==> src/rtl/xtea_encipher_core.sv <==
// Iterative XTEA encipher engine. Each clock performs one full XTEA cycle,
// which is two Feistel half-rounds. A reset pulse clears the engine, and
// deasserting reset starts a new encipherment. all_done qualifies the outputs.
module xtea_encipher_core #(
  parameter int unsigned NUM_CYCLES = 32,
  parameter logic [31:0] DELTA      = 32'h9E3779B9
) (
  input  logic         clock,
  input  logic         reset,
  input  logic [31:0]  data_in1,
  input  logic [31:0]  data_in2,
  input  logic [127:0] key_in,
  output logic [31:0]  data_out1,
  output logic [31:0]  data_out2,
  output logic         all_done
);

  typedef enum logic [1:0] {
    S_IDLE  = 2'd0,
    S_LOAD  = 2'd1,
    S_ROUND = 2'd2,
    S_DONE  = 2'd3
  } state_t;

  localparam logic [5:0] LAST_CYCLE = 6'(NUM_CYCLES - 1);

  state_t        state_q, state_d;
  logic [5:0]    cnt_q, cnt_d;
  logic [31:0]   sum_q, sum_d;
  logic [31:0]   v0_q, v0_d;
  logic [31:0]   v1_q, v1_d;
  logic [127:0]  key_q, key_d;

  logic [31:0]   v0_rnd, sum_rnd, v1_rnd;

  // The Feistel mixing term ((v << 4) ^ (v >> 5)) + v, computed modulo 2^32.
  function automatic logic [31:0] mix(input logic [31:0] v);
    mix = ((v << 4) ^ (v >> 5)) + v;
  endfunction

  // Selects a key word. Word 0 is the most significant word of the key.
  function automatic logic [31:0] key_word(input logic [127:0] k, input logic [1:0] idx);
    case (idx)
      2'd0:    key_word = k[127:96];
      2'd1:    key_word = k[95:64];
      2'd2:    key_word = k[63:32];
      default: key_word = k[31:0];
    endcase
  endfunction

  // State register. An asynchronous reset aborts any run in progress.
  always_ff @(posedge clock or posedge reset) begin
    if (reset) state_q <= S_IDLE;
    else       state_q <= state_d;
  end

  // Next-state logic: IDLE -> LOAD -> ROUND (repeated) -> DONE, which then holds.
  always_comb begin
    state_d = state_q;
    case (state_q)
      S_IDLE:  state_d = S_LOAD;
      S_LOAD:  state_d = S_ROUND;
      S_ROUND: if (cnt_q == LAST_CYCLE) state_d = S_DONE;
      S_DONE:  state_d = S_DONE;
      default: state_d = S_IDLE;
    endcase
  end

  // One complete XTEA cycle. The second half-round uses the updated v0 and the updated sum.
  always_comb begin
    v0_rnd  = v0_q + (mix(v1_q) ^ (sum_q + key_word(key_q, sum_q[1:0])));
    sum_rnd = sum_q + DELTA;
    v1_rnd  = v1_q + (mix(v0_rnd) ^ (sum_rnd + key_word(key_q, sum_rnd[12:11])));
  end

  // Datapath next values. Inputs are captured only when leaving LOAD.
  always_comb begin
    v0_d  = v0_q;
    v1_d  = v1_q;
    sum_d = sum_q;
    cnt_d = cnt_q;
    key_d = key_q;
    case (state_q)
      S_LOAD: begin
        v0_d  = data_in1;
        v1_d  = data_in2;
        key_d = key_in;
        sum_d = 32'd0;
        cnt_d = 6'd0;
      end
      S_ROUND: begin
        v0_d  = v0_rnd;
        v1_d  = v1_rnd;
        sum_d = sum_rnd;
        cnt_d = cnt_q + 6'd1;
      end
      default: ;
    endcase
  end

  // Datapath registers. These are cleared on reset so that no partial result survives an abort.
  always_ff @(posedge clock or posedge reset) begin
    if (reset) begin
      v0_q  <= '0;
      v1_q  <= '0;
      sum_q <= '0;
      cnt_q <= '0;
      key_q <= '0;
    end else begin
      v0_q  <= v0_d;
      v1_q  <= v1_d;
      sum_q <= sum_d;
      cnt_q <= cnt_d;
      key_q <= key_d;
    end
  end

  // Outputs are driven from registers only. The words must be qualified by all_done.
  always_comb begin
    data_out1 = v0_q;
    data_out2 = v1_q;
    all_done  = (state_q == S_DONE);
  end

endmodule

==> config.mk <==
export PLATFORM = sky130hd
export DESIGN_NAME = xtea_encipher_core
export DESIGN_NICKNAME = d
export VERILOG_FILES = /design/src/rtl/xtea_encipher_core.sv
export SDC_FILE = /design/constraint.sdc
export NUM_CORES = 1
export LEC_CHECK = 0
export BUFFER_PORTS_ARGS = -buffer_cell sky130_fd_sc_hd__buf_2
export CORE_MARGIN = 2
export CORE_UTILIZATION = 36
export CTS_CLUSTER_DIAMETER = 200
export CTS_CLUSTER_SIZE = 40
export DETAILED_ROUTE_END_ITERATION = 8
export PLACE_DENSITY_LB_ADDON = 0.1
export SLEW_MARGIN = 25
export SYNTH_ARGS = -nofsm -noshare
export SYNTH_HDL_FRONTEND = slang
export SYNTH_SLANG_ARGS = --single-unit
==> constraint.sdc <==
create_clock -name clock -period 12.02 [get_ports clock]
set_clock_uncertainty 0.05 [all_clocks]
set_input_delay 1.803 -clock clock [delete_from_list [all_inputs] [get_ports clock]]
set_output_delay 1.803 -clock clock [all_outputs]
set_load 0.005 [all_outputs]
==> impl_metrics.toml <==
[outcome]
outcome = "finished, final reports clean"

[setup_path]
arrival_ps = 11380
cp_slowest_stage_delay_ps = 520
worstSetupEndpointType = "flip-flop"
reg2regPathDepth = 42
cpMaxStageDelayCell = "xor2_1"
crit_type = "reg -> reg"
crit_path_frequent_cell = "ha_1"
cp_max_fo = 11
required_ps = 12460
startpoint_type = "flip-flop"

[route]
vias = 18223
dr.pass1.iters = 8
wl_per_cell_um = 22.1
viasPerCell = 5.57
first_iter_violations = 1292
drcViolationCount = 0
ant_nets = 0
drt_wl_total_mm = 72.3

[clock_network]
clockBufferDepth = 3
clk-insertion-delay-late_ps = 540
clkTransAtPathRegs_ps = 170
hold_buffers = 0
postCtsSetupRepairBufs = 0
cts_tree = "done"
cts.sinks = 232
clock-root-buffer = "clkbuf_16"
cts_inserted_buffers = 9
postCtsResizedCells = 0
htreeDepth = 1

[floorplanning]
fp.dieW_um = 248
ios = 259
core_mm2 = 0.0588
die_area_mm2 = 0.0613
die_h_um = 248
placementRows = 89
start_util_pct = 36.3

[sta]
relSlewSlack_pct = 30.8
finalHoldViolCount = 0
fin_crit_ps = 10940
setup_viol = 0
fin_crit_sh_pct = 91.0
worst_slew_pin_slew_ps = 1030
worst_slack_ps = 1080
fin_setup_tns_ps = 0
rsz0062_at_grt = "false"
fmax_mhz = 91.4
drv_slew = 0

[placement]
place.gp.congestion = 0.908
dp_slack_ps = 1190
dp_hpwl_mm = 57.5
port_buffers = 258

[synthesis]
yosys_warnings = 0
netlist_area_mm2 = 0.0214
yosys_register_bits = 232
synth_ff_type = "dfrtp_1"
synth_nets = 2697
postSynthCellCount = 2291
synth-edff-count = 0
synth.distinct_cells = 87
async_flop_share_pct = 100
ys_seq_area_share_pct = 27.2
syn_avg_cell_area_um2 = 9.33

[grt]
grt_pass1_wl_mm = 108
gr-total-overflow = 0
grt_util_all_layers_pct = 23.1
grt_max_degree = 97
antenna_found_initial = 2
grt_pass1_vias = 17724

[finish]
area_growth_pct = 11.2
drive_gt1_share_pct = 18.7
fillCellCount = 5978
layout.nets = 2903

[worst_hold_path]
min_path_cells = 1
hp-class = "reg -> reg"

[job]
cap_violations = 0
==> state kept, by name, summed over array words and instances (netlist names) <==
register / count
cnt_q: 6
data_out2: 32
key_q: 128
data_out1: 32
state_q: 2
sum_q: 32
==> area by class of cell <==
| cell class | count | area [µm²] | share of cell area [%] |
|---|---|---|---|
| clock buffers | 10 | 229 | 0.964 |
| well taps | 773 | 967 | 4.07 |
| clock inverters | 1 | 8.76 | 0.0369 |
| multi-input cells | 1885 | 15000 | 62.9 |
| repair buffers | 273 | 1420 | 5.99 |
| diodes | 1 | 2.50 | 0.0105 |
| flip-flops and latches | 232 | 5810 | 24.4 |
| inverters | 96 | 368 | 1.55 |
==> logic make-up after synthesis <==
family	Yosys count	share of synthesized area, %
AND/OR/NAND/NOR	462	10.0
XOR/XNOR	317	13.2
flip-flops	232	27.2
adder cells (fa/ha/maj)	212	12.6
multiplexers	215	12.4
AO/OA/AOI/OAI	679	21.5
buffers and inverters	174	3.08
==> synth_stat cells (10+ instances only) <==
cell type  number  share of area (%)
dfrtp_1       232                 27
xnor2_1       212                8.7
a21oi_1       208                4.9
ha_1          206                 12
nand2_1       153                2.7
nor2_1        139                2.4
o21ai_0       116                2.7
a21o_1        113                4.0
xor2_1        102                4.2
mux2_2        100                5.3
inv_1          95                1.7
mux2i_1        85                4.0
clkbuf_1       60                1.1
a222oi_1       32                1.5
nand3_1        32               0.75
mux4_2         30                3.2
nor2b_1        23               0.67
nor3_1         22               0.52
o31ai_1        22               0.77
nand2b_1       19               0.56
o21bai_1       19               0.67
and3_1         18               0.53
o21a_1         17               0.60
buf_1          14               0.25
a211oi_1       13               0.46
nand4_1        13               0.38
a31oi_1        10               0.29
==> metrics by stage <==
step,util [%],std cells,hold WS [ps],cell area (µm²)
2_1_floorplan,-,2291,428,21400
3_3_place_gp,40.0,3258,455,23500
3_5_place_dp,40.0,3258,456,23500
4_1_cts,40.4,3269,493,23700
5_1_grt,40.4,3271,520,23800
6_report,40.4,3271,491,23800
==> routing by layer <==
| metal | track usage (%) | up-vias | wire (µm) |
|---|---|---|---|
| li1 | - | 8776 | - |
| met1 | 34.0 | 8888 | 35200 |
| met2 | 36.3 | 492 | 32000 |
| met3 | 2.40 | 65 | 3670 |
| met4 | 4.91 | 2 | 1390 |
| met5 | 0 | - | 13 |
==> worst max-delay path: cells and delay by family, from the launching register on <==
| family | cells | cell delay [ps] |
|---|---|---|
| compound gates | 16 | 3910 |
| fa+ha+maj | 6 | 2170 |
| xor+xnor | 7 | 1980 |
| simple gates | 9 | 1810 |
| flops | 1 | 480 |
| buf+inv | 2 | 260 |
| mux | 2 | 240 |
==> placed cells by master (no fill, tap or decap), drive strengths merged, types with 9 or more instances in the layout <==
master and n:
a222oi 32, inv 97, o21a 17, a21oi 213
nand2b 20, nand2 153, nor2b 23, nor3 22
buf 273, a211oi 15, or3 9, xnor2 213
xor2 102, clkbuf 10, mux2 100, o21ai 129
o211ai 9, nor2 139, a31oi 10, and3 18
mux4 30, mux2i 85, o31ai 23, nand3 32
dfrtp 232, nand4 14, a21o 117, o21bai 19
a22o 9, ha 206
==> path summary, 6_finish.rpt <==
kind	to	slack, ps	start
worst max-delay path	data_out2[24]$_DFFE_PP0P_	1080	sum_q[0]$_DFFE_PP0P_
worst min-delay path	data_out1[8]$_DFFE_PP0P_	490	data_out1[8]$_DFFE_PP0P_
worst max register to register	data_out2[24]$_DFFE_PP0P_	1080	sum_q[0]$_DFFE_PP0P_
worst min register to register	data_out1[8]$_DFFE_PP0P_	490	data_out1[8]$_DFFE_PP0P_
max in group asynchronous	data_out2[2]$_DFFE_PP0P_	8300	reset
min in group asynchronous	key_q[60]$_DFFE_PP0N_	1320	reset
Power is not shown: default switching activity piles up to over one toggle a cycle in this logic, so the estimate is an artifact.
